### src/rtl/bch3d_64_pkg.sv
// rtl/bch3d_64_pkg.sv - shared constants, status codes and FSM state type for the bch3d_64 decoder controller
// Contents: CODE_W/DATA_W widths, STAT_* response encodings, state_t, classify() flag-to-status helper.
package bch3d_64_pkg;

    localparam int CODE_W = 79;
    localparam int DATA_W = 64;

    localparam logic [1:0] STAT_CLEAN   = 2'b00;
    localparam logic [1:0] STAT_CORR    = 2'b01;
    localparam logic [1:0] STAT_UNCORR  = 2'b10;
    localparam logic [1:0] STAT_TIMEOUT = 2'b11;

    typedef enum logic [1:0] {
        ST_IDLE  = 2'd0,
        ST_ISSUE = 2'd1,
        ST_WAIT  = 2'd2,
        ST_RESP  = 2'd3
    } state_t;

    // A detection the decoder could not correct is treated like a fatal error.
    function automatic logic [1:0] classify(input logic corr, input logic detec, input logic fatal);
        if (fatal || (detec && !corr)) begin
            return STAT_UNCORR;
        end
        if (corr) begin
            return STAT_CORR;
        end
        return STAT_CLEAN;
    endfunction

endpackage

### src/rtl/bch3d_64_dec_ctrl_if.sv
// rtl/bch3d_64_dec_ctrl_if.sv - requester and decoder-side signal bundle of the decoder controller
// Signals: req_valid/req_code0/req_code1 -> req_ack/resp_data/resp_status (requesters),
//          dec_enable/dec_code -> dec_data/dec_valid/dec_err_* (decoder).
// Modports: slave = controller view, master = environment (requesters + decoder) view.
interface bch3d_64_dec_ctrl_if;
    import bch3d_64_pkg::*;

    logic [1:0]        req_valid;
    logic [0:CODE_W-1] req_code0;
    logic [0:CODE_W-1] req_code1;
    logic [1:0]        req_ack;
    logic [0:DATA_W-1] resp_data;
    logic [1:0]        resp_status;
    logic              dec_enable;
    logic [0:CODE_W-1] dec_code;
    logic [0:DATA_W-1] dec_data;
    logic              dec_valid;
    logic              dec_err_corr;
    logic              dec_err_detec;
    logic              dec_err_fatal;

    modport slave (
        input  req_valid, req_code0, req_code1,
        input  dec_data, dec_valid, dec_err_corr, dec_err_detec, dec_err_fatal,
        output req_ack, resp_data, resp_status, dec_enable, dec_code
    );

    modport master (
        output req_valid, req_code0, req_code1,
        output dec_data, dec_valid, dec_err_corr, dec_err_detec, dec_err_fatal,
        input  req_ack, resp_data, resp_status, dec_enable, dec_code
    );

endinterface

### src/rtl/bch3d_rr_arb2.sv
// rtl/bch3d_rr_arb2.sv - two-way round-robin grant with pointer update on advance
// Ports: clk, reset_n (async, active low), req[1:0], advance, served (index just completed),
//        gnt_idx (selected requester), gnt_any (some request present).
module bch3d_rr_arb2 (
    input  logic       clk,
    input  logic       reset_n,
    input  logic [1:0] req,
    input  logic       advance,
    input  logic       served,
    output logic       gnt_idx,
    output logic       gnt_any
);

    logic ptr;

    assign gnt_any = |req;

    // The pointer only matters under contention; a lone request always wins.
    always_comb begin
        gnt_idx = req[1];
        if (req == 2'b11) begin
            gnt_idx = ptr;
        end
    end

    always_ff @(posedge clk or negedge reset_n) begin
        if (!reset_n) begin
            ptr <= 1'b0;
        end else if (advance) begin
            ptr <= ~served;
        end
    end

endmodule

### src/rtl/bch3d_64_dec_ctrl.sv
// rtl/bch3d_64_dec_ctrl.sv - arbitrates two requesters onto one bch3d_64_dec decoder with timeout and error counters
// Ports: clk, reset_n (async, active low), bus (requester + decoder bundle, slave view),
//        cnt_clr (sync clear), cnt_corr/cnt_uncorr (saturating statistics), busy (not IDLE).
module bch3d_64_dec_ctrl
    import bch3d_64_pkg::*;
#(
    parameter int CNT_W   = 16,
    parameter int TIMEOUT = 15
) (
    input  logic               clk,
    input  logic               reset_n,
    bch3d_64_dec_ctrl_if.slave bus,
    input  logic               cnt_clr,
    output logic [CNT_W-1:0]   cnt_corr,
    output logic [CNT_W-1:0]   cnt_uncorr,
    output logic               busy
);

    localparam logic [7:0] TMR_LAST = 8'(TIMEOUT - 1);

    state_t     state;
    state_t     state_nx;
    logic       gnt_idx;
    logic       gnt_any;
    logic       cur_idx;
    logic [7:0] tmr;

    bch3d_rr_arb2 u_arb (
        .clk     (clk),
        .reset_n (reset_n),
        .req     (bus.req_valid),
        .advance (state == ST_RESP),
        .served  (cur_idx),
        .gnt_idx (gnt_idx),
        .gnt_any (gnt_any)
    );

    always_ff @(posedge clk or negedge reset_n) begin
        if (!reset_n) begin
            state <= ST_IDLE;
        end else begin
            state <= state_nx;
        end
    end

    always_comb begin
        state_nx       = state;
        bus.dec_enable = 1'b0;
        bus.req_ack    = 2'b00;
        busy           = (state != ST_IDLE);
        case (state)
            ST_IDLE: begin
                if (gnt_any) begin
                    state_nx = ST_ISSUE;
                end
            end
            ST_ISSUE: begin
                bus.dec_enable = 1'b1;
                state_nx       = ST_WAIT;
            end
            ST_WAIT: begin
                if (bus.dec_valid || (tmr == TMR_LAST)) begin
                    state_nx = ST_RESP;
                end
            end
            ST_RESP: begin
                bus.req_ack = cur_idx ? 2'b10 : 2'b01;
                state_nx    = ST_IDLE;
            end
            default: state_nx = ST_IDLE;
        endcase
    end

    // Response registers load on the WAIT->RESP edge, so they change exactly
    // as the ack appears and hold afterwards.
    always_ff @(posedge clk or negedge reset_n) begin
        if (!reset_n) begin
            cur_idx         <= 1'b0;
            tmr             <= 8'd0;
            bus.dec_code    <= '0;
            bus.resp_data   <= '0;
            bus.resp_status <= STAT_CLEAN;
        end else begin
            case (state)
                ST_IDLE: begin
                    if (gnt_any) begin
                        cur_idx      <= gnt_idx;
                        bus.dec_code <= gnt_idx ? bus.req_code1 : bus.req_code0;
                    end
                end
                ST_ISSUE: tmr <= 8'd0;
                ST_WAIT: begin
                    if (bus.dec_valid) begin
                        bus.resp_data   <= bus.dec_data;
                        bus.resp_status <= classify(bus.dec_err_corr, bus.dec_err_detec,
                                                    bus.dec_err_fatal);
                    end else begin
                        tmr <= tmr + 8'd1;
                        if (tmr == TMR_LAST) begin
                            bus.resp_data   <= '0;
                            bus.resp_status <= STAT_TIMEOUT;
                        end
                    end
                end
                default: ;
            endcase
        end
    end

    always_ff @(posedge clk or negedge reset_n) begin
        if (!reset_n) begin
            cnt_corr   <= '0;
            cnt_uncorr <= '0;
        end else if (cnt_clr) begin
            cnt_corr   <= '0;
            cnt_uncorr <= '0;
        end else if (state == ST_RESP) begin
            if ((bus.resp_status == STAT_CORR) && (cnt_corr != {CNT_W{1'b1}})) begin
                cnt_corr <= cnt_corr + CNT_W'(1);
            end
            // Both uncorrectable and timeout encodings have the top bit set.
            if (bus.resp_status[1] && (cnt_uncorr != {CNT_W{1'b1}})) begin
                cnt_uncorr <= cnt_uncorr + CNT_W'(1);
            end
        end
    end

endmodule

### src/flat_wrapper.sv
// flat-port wrapper written by rule: the top's interface ports become plain ports
module bch3d_64_dec_ctrl_flat import bch3d_64_pkg::*;
#(
    parameter int CNT_W   = 16,
    parameter int TIMEOUT = 15
)
  (clk, reset_n, cnt_clr, cnt_corr, cnt_uncorr, busy, bus_req_valid, bus_req_code0, bus_req_code1, bus_dec_data, bus_dec_valid, bus_dec_err_corr, bus_dec_err_detec, bus_dec_err_fatal, bus_req_ack, bus_resp_data, bus_resp_status, bus_dec_enable, bus_dec_code);
  bch3d_64_dec_ctrl_if bus_i ();
  input  logic clk;
  input  logic reset_n;
  input  logic cnt_clr;
  output logic [CNT_W-1:0] cnt_corr;
  output logic [CNT_W-1:0] cnt_uncorr;
  output logic busy;
  input wire logic [$bits(bus_i.req_valid)-1:0] bus_req_valid;
  input wire logic [$bits(bus_i.req_code0)-1:0] bus_req_code0;
  input wire logic [$bits(bus_i.req_code1)-1:0] bus_req_code1;
  input wire logic [$bits(bus_i.dec_data)-1:0] bus_dec_data;
  input wire logic [$bits(bus_i.dec_valid)-1:0] bus_dec_valid;
  input wire logic [$bits(bus_i.dec_err_corr)-1:0] bus_dec_err_corr;
  input wire logic [$bits(bus_i.dec_err_detec)-1:0] bus_dec_err_detec;
  input wire logic [$bits(bus_i.dec_err_fatal)-1:0] bus_dec_err_fatal;
  output wire logic [$bits(bus_i.req_ack)-1:0] bus_req_ack;
  output wire logic [$bits(bus_i.resp_data)-1:0] bus_resp_data;
  output wire logic [$bits(bus_i.resp_status)-1:0] bus_resp_status;
  output wire logic [$bits(bus_i.dec_enable)-1:0] bus_dec_enable;
  output wire logic [$bits(bus_i.dec_code)-1:0] bus_dec_code;
  assign bus_i.req_valid = bus_req_valid;
  assign bus_i.req_code0 = bus_req_code0;
  assign bus_i.req_code1 = bus_req_code1;
  assign bus_i.dec_data = bus_dec_data;
  assign bus_i.dec_valid = bus_dec_valid;
  assign bus_i.dec_err_corr = bus_dec_err_corr;
  assign bus_i.dec_err_detec = bus_dec_err_detec;
  assign bus_i.dec_err_fatal = bus_dec_err_fatal;
  assign bus_req_ack = bus_i.req_ack;
  assign bus_resp_data = bus_i.resp_data;
  assign bus_resp_status = bus_i.resp_status;
  assign bus_dec_enable = bus_i.dec_enable;
  assign bus_dec_code = bus_i.dec_code;
  bch3d_64_dec_ctrl #(.CNT_W(CNT_W), .TIMEOUT(TIMEOUT)) u_core (.clk(clk), .reset_n(reset_n), .bus(bus_i), .cnt_clr(cnt_clr), .cnt_corr(cnt_corr), .cnt_uncorr(cnt_uncorr), .busy(busy));
endmodule
### config.mk
export PLATFORM = sky130hd
export DESIGN_NAME = bch3d_64_dec_ctrl_flat
export DESIGN_NICKNAME = d
export VERILOG_FILES = /design/src/rtl/bch3d_64_pkg.sv /design/src/rtl/bch3d_64_dec_ctrl_if.sv /design/src/rtl/bch3d_rr_arb2.sv /design/src/rtl/bch3d_64_dec_ctrl.sv /design/src/flat_wrapper.sv
export SDC_FILE = /design/constraint.sdc
export NUM_CORES = 1
export LEC_CHECK = 0
export CORE_MARGIN = 5
export CORE_UTILIZATION = 38
export CTS_BUF_LIST = sky130_fd_sc_hd__clkbuf_4
export CTS_CLUSTER_SIZE = 14
export DETAILED_ROUTE_END_ITERATION = 8
export PLACE_DENSITY = 0.78
export SLEW_MARGIN = 10
export SYNTH_ARGS = -nofsm -noshare
export SYNTH_HDL_FRONTEND = slang
export SYNTH_SLANG_ARGS = --single-unit
### constraint.sdc
create_clock -name clk -period 1.8 [get_ports clk]
set_clock_uncertainty 0.05 [all_clocks]
set_input_delay 0.36 -clock clk [delete_from_list [all_inputs] [get_ports clk]]
set_output_delay 0.36 -clock clk [all_outputs]
set_load 0.03 [all_outputs]
==> impl_results.md, run 1 <==
- Inserted Clock Buffers: 17
- Wire per inst: 19.9 um
- Sequential area share after synthesis: 56.4%
- Clk Latency, worst-skew pair: 0.58 ns
- Post-DRT Antenna Nets: 0
- Final WS setup: -0.222 ns
- Number of global-route vias before repair: 8,145
- First-pass iteration count of the detailed router: 5
- Clock share of power: 12.3%
- Largest net degree at the start of global routing: 67
- Synth Instances: 758
- MaxCap Viol Count: 0
- Core area: 0.0218 mm2
- H-tree depth: 4
- Status: finished with violations
- Crit path launch type: flop
- Primary FF master, synth: dfrtp_1
- DR vias: 8,178
- Unrepaired setup endpoints after global routing: true
- Setup_tns: -13.89 ns
- GRT Total Usage: 23.1%
- Initial Util: 38.5%
- Maximum vdd drop: 982 uV
- Synth cell types: 46
- Most frequent cells in the layout: 229 x clkdlybuf4s50_1, 173 x dfrtp_1, 109 x buf_4
- Area occupied by multi-input gates: 0.00372 mm2
- Worst slew pin tran: 0.537 ns
- Pint: 11,200 uW
- Switching power: 9180 uW
- DR DRC count: 0
- Global-route wire length before repair: 45,300 um
- Register area: 0.00475 mm2
- Fraction of layout cells with a size suffix above 1: 33.5%
- Cell Area, Placed: 0.0136 mm2
- Most common cell after layout, fill and taps aside: clkdlybuf4s50_1
- Minimum clock period: 2.02 ns
- Post-Syn Nets: 997
- GRT Residual Overflow: 0
- Final hold viol count: 0
- Final wirelength: 31,500 um
- Top-area cell type share of the netlist area: 56.4%
- EDFF count, synth: 0
- Fill cells: 1,671
- Reg clk slew, reported paths: 0.19 ns
- Fmax: 495 MHz
- Final Non-Filler Cells: 1,582
- Worst path required time: 2.22 ns
- Die Wd: 159 um
- CTS Sinks: 189
- Mapped Area: 0.00838 mm2
- Asr flop ratio synth: 100%
- Ports: 412
- Final #Nets: 1,526
- Synthesis Warnings: 0
- Max-slew headroom: 64.2%
- Worst Path Arrival: 2.44 ns
- Post-DP HPWL: 22,800 um
- Mean Syn Cell Area: 11.1 um2
- WHS: 0.250 ns
- Via/cell ratio: 5.17
- Clk buf depth: 2
- Final setup viols: 84
- Reg power frac: 33.8%
- Clock root buffer: clkbuf_4
- Fin area: 0.0145 mm2
- Worst Setup End Kind: flop
- Switching share of power: 45.0%
- Failing checks: setup timing
- DR iter-0 viols: 334
- Routability congestion estimate: 0.855
- Comb power frac: 53.9%
- Worst Hold Class: input port to async pin
- Pre-CTS setup slack: -0.223 ns
- Die Ht: 159 um
- Area growth from synthesis to layout: 72.5%
- Port Buffer Count: 411
- Die ar.: 0.0251 mm2
- CP Class: flop to flop
- Cell taking the most area after synthesis: dfrtp_1
- Max-slew violation count: 0
- Post-Place Cells: 1,481
- PwrDens: 1410 mW/mm2
- Initial antenna violation count: 3
- Final Cycle Share: 112%
- Worst-path fanout max: 33
- Leak: 0.00671 uW
- # rows: 54
- CTS tree: built
- Area contributors post-synth: dfrtp_1 56%, mux2i_1 10%, a22o_1 6.7%, o21ai_0 5.4%, nand2_1 4.5%
- Synthesis-stage register bit count: 189
-- per-stage QoR --
stage | total power (uW) | util [%]
finish | 20400 | 66.5
global route | 21600 | 66.5
CTS | 20600 | 65.6
detailed placement | 18400 | 62.3
global placement | 18100 | 62.3
floorplan | 12800 | -
-- worst max-delay path, cell delays in order, from the launching register on --
cell and delay [ns]:
dfrtp_1 0.42, inv_2 0.08, ha_4 0.12, or4b_4 0.46
nor3_4 0.19, o21ai_4 0.13, clkbuf_16 0.22, a22o_1 0.25
-- routing by layer --
metal	track usage [%]	up-vias	routed length [um]
met3	8.64	31	2990
met1	27.5	3996	11700
li1	-	3825	-
met5	0	-	13
met2	40.1	324	16300
met4	5.16	2	391
-- power by group through the flow --
| stage | logic [uW] | registers, uW | clock network [uW] |
|---|---|---|---|
| 2_1_floorplan | 2890 | 9910 | 0 |
| 3_3_place_gp | 11200 | 6930 | 0 |
| 3_5_place_dp | 11400 | 6940 | 0 |
| 4_1_cts | 11100 | 6900 | 2590 |
| 5_1_grt | 11700 | 7110 | 2740 |
| 6_report | 11000 | 6900 | 2510 |
-- what timing repair did --
action | in CTS | in global routing
endpoints found under the setup margin | 258 | 168
buffers inserted | 28 | 39
pin swaps | 13 | 28
hold buffers | 1 | 0
resized for setup | 590 | 187
gates cloned | 0 | 1
hold endpoints to repair | 50 | 0
-- area by class of cell --
| class | instances | share of cell area [%] |
|---|---|---|
| inverter | 15 | 0.476 |
| clock buffer | 17 | 0.882 |
| clock inverter | 15 | 1.18 |
| sequential | 189 | 32.8 |
| timing repair buffer | 558 | 36.5 |
| tap | 280 | 2.42 |
| multi-input combinational | 506 | 25.7 |
| antenna | 2 | 0.0346 |
-- logic make-up (layout without fill, tap and decap cells) --
group / after synthesis / in the layout / synth area share, %
flops: 189 / 189 / 56.4
mux: 89 / 89 / 10.7
fa+ha+maj: 8 / 8 / 1.19
other cells: 0 / 2 / 0
xor+xnor: 1 / 1 / 0.105
simple gates: 197 / 197 / 11.8
compound gates: 211 / 211 / 16.4
buf+inv: 63 / 605 / 3.46
-- final timing paths --
kind | start | end | slack (ns) | cells past startpoint
setup reg to reg | u_core.tmr[0]$_DFFE_PN0P_ | u_core.bus.resp_data[8]$_DFFE_PN0P_ | -0.22 | 7
max in group asynchronous | reset_n | u_core.bus.dec_code[63]$_DFFE_PN0P_ | 0.81 | 3
hold / removal | reset_n | u_core.cnt_corr[15]$_DFFE_PN0P_ | 0.25 | 2
min in group clk | bus_dec_data[41] | u_core.bus.resp_data[22]$_DFFE_PN0P_ | 0.31 | 2
hold reg to reg | u_core.bus.dec_code[55]$_DFFE_PN0P_ | u_core.bus.dec_code[55]$_DFFE_PN0P_ | 0.45 | 2
setup / recovery | u_core.tmr[0]$_DFFE_PN0P_ | u_core.bus.resp_data[8]$_DFFE_PN0P_ | -0.22 | 7
-- registers in the layout, summed over array words and instances (netlist names) --
| signal | count |
|---|---|
| u_core.bus.dec_code | 79 |
| u_core.bus.resp_data | 64 |
| u_core.bus.resp_status | 2 |
| u_core.cnt_corr | 16 |
| u_core.cnt_uncorr | 16 |
| u_core.cur_idx | 1 |
| u_core.state | 2 |
| u_core.tmr | 8 |
| u_core.u_arb.ptr | 1 |
-- synth_stat cells (2+ instances only) --
| cell type | n |
|---|---|
| nand2_1 | 100 |
| or3_1 | 11 |
| o21ai_1 | 2 |
| o21ai_0 | 90 |
| nor3_1 | 8 |
| or4_1 | 12 |
| nand4_1 | 9 |
| and3_1 | 3 |
| a22o_1 | 64 |
| and2_1 | 4 |
| dfrtp_1 | 189 |
| o41ai_1 | 2 |
| nand3b_1 | 3 |
| clkbuf_1 | 26 |
| nand3_1 | 14 |
| buf_2 | 12 |
| ha_1 | 8 |
| mux2i_1 | 85 |
| buf_1 | 4 |
| nor2b_1 | 3 |
| a31oi_1 | 5 |
| and4_1 | 3 |
| nand2b_1 | 4 |
| mux2_2 | 4 |
| nor4_1 | 4 |
| nor2_1 | 12 |
| a21oi_1 | 25 |
| buf_6 | 5 |
| inv_1 | 15 |
| o31ai_1 | 16 |
(Power assumes the default switching activity.)
==> inputs of run 2 (changes only) <==
--- a/config.mk
+++ b/config.mk
@@ -5,6 +5,7 @@
 export SDC_FILE = /design/constraint.sdc
 export NUM_CORES = 1
 export LEC_CHECK = 0
+export CAP_MARGIN = 10
 export CORE_MARGIN = 5
 export CORE_UTILIZATION = 38
 export CTS_BUF_LIST = sky130_fd_sc_hd__clkbuf_4
==> results of run 2 <==
The final DEF is identical to that of run 1; final timing and power are the same.
==> inputs of run 3 (changes only) <==
--- a/config.mk
+++ b/config.mk
@@ -11,6 +11,7 @@
 export CTS_BUF_LIST = sky130_fd_sc_hd__clkbuf_4
 export CTS_CLUSTER_SIZE = 14
 export DETAILED_ROUTE_END_ITERATION = 8
+export GPL_ROUTABILITY_DRIVEN = 0
 export PLACE_DENSITY = 0.78
 export SLEW_MARGIN = 10
 export SYNTH_ARGS = -nofsm -noshare
==> results of run 3 <==
The final DEF is identical to that of run 1; final timing and power are the same.
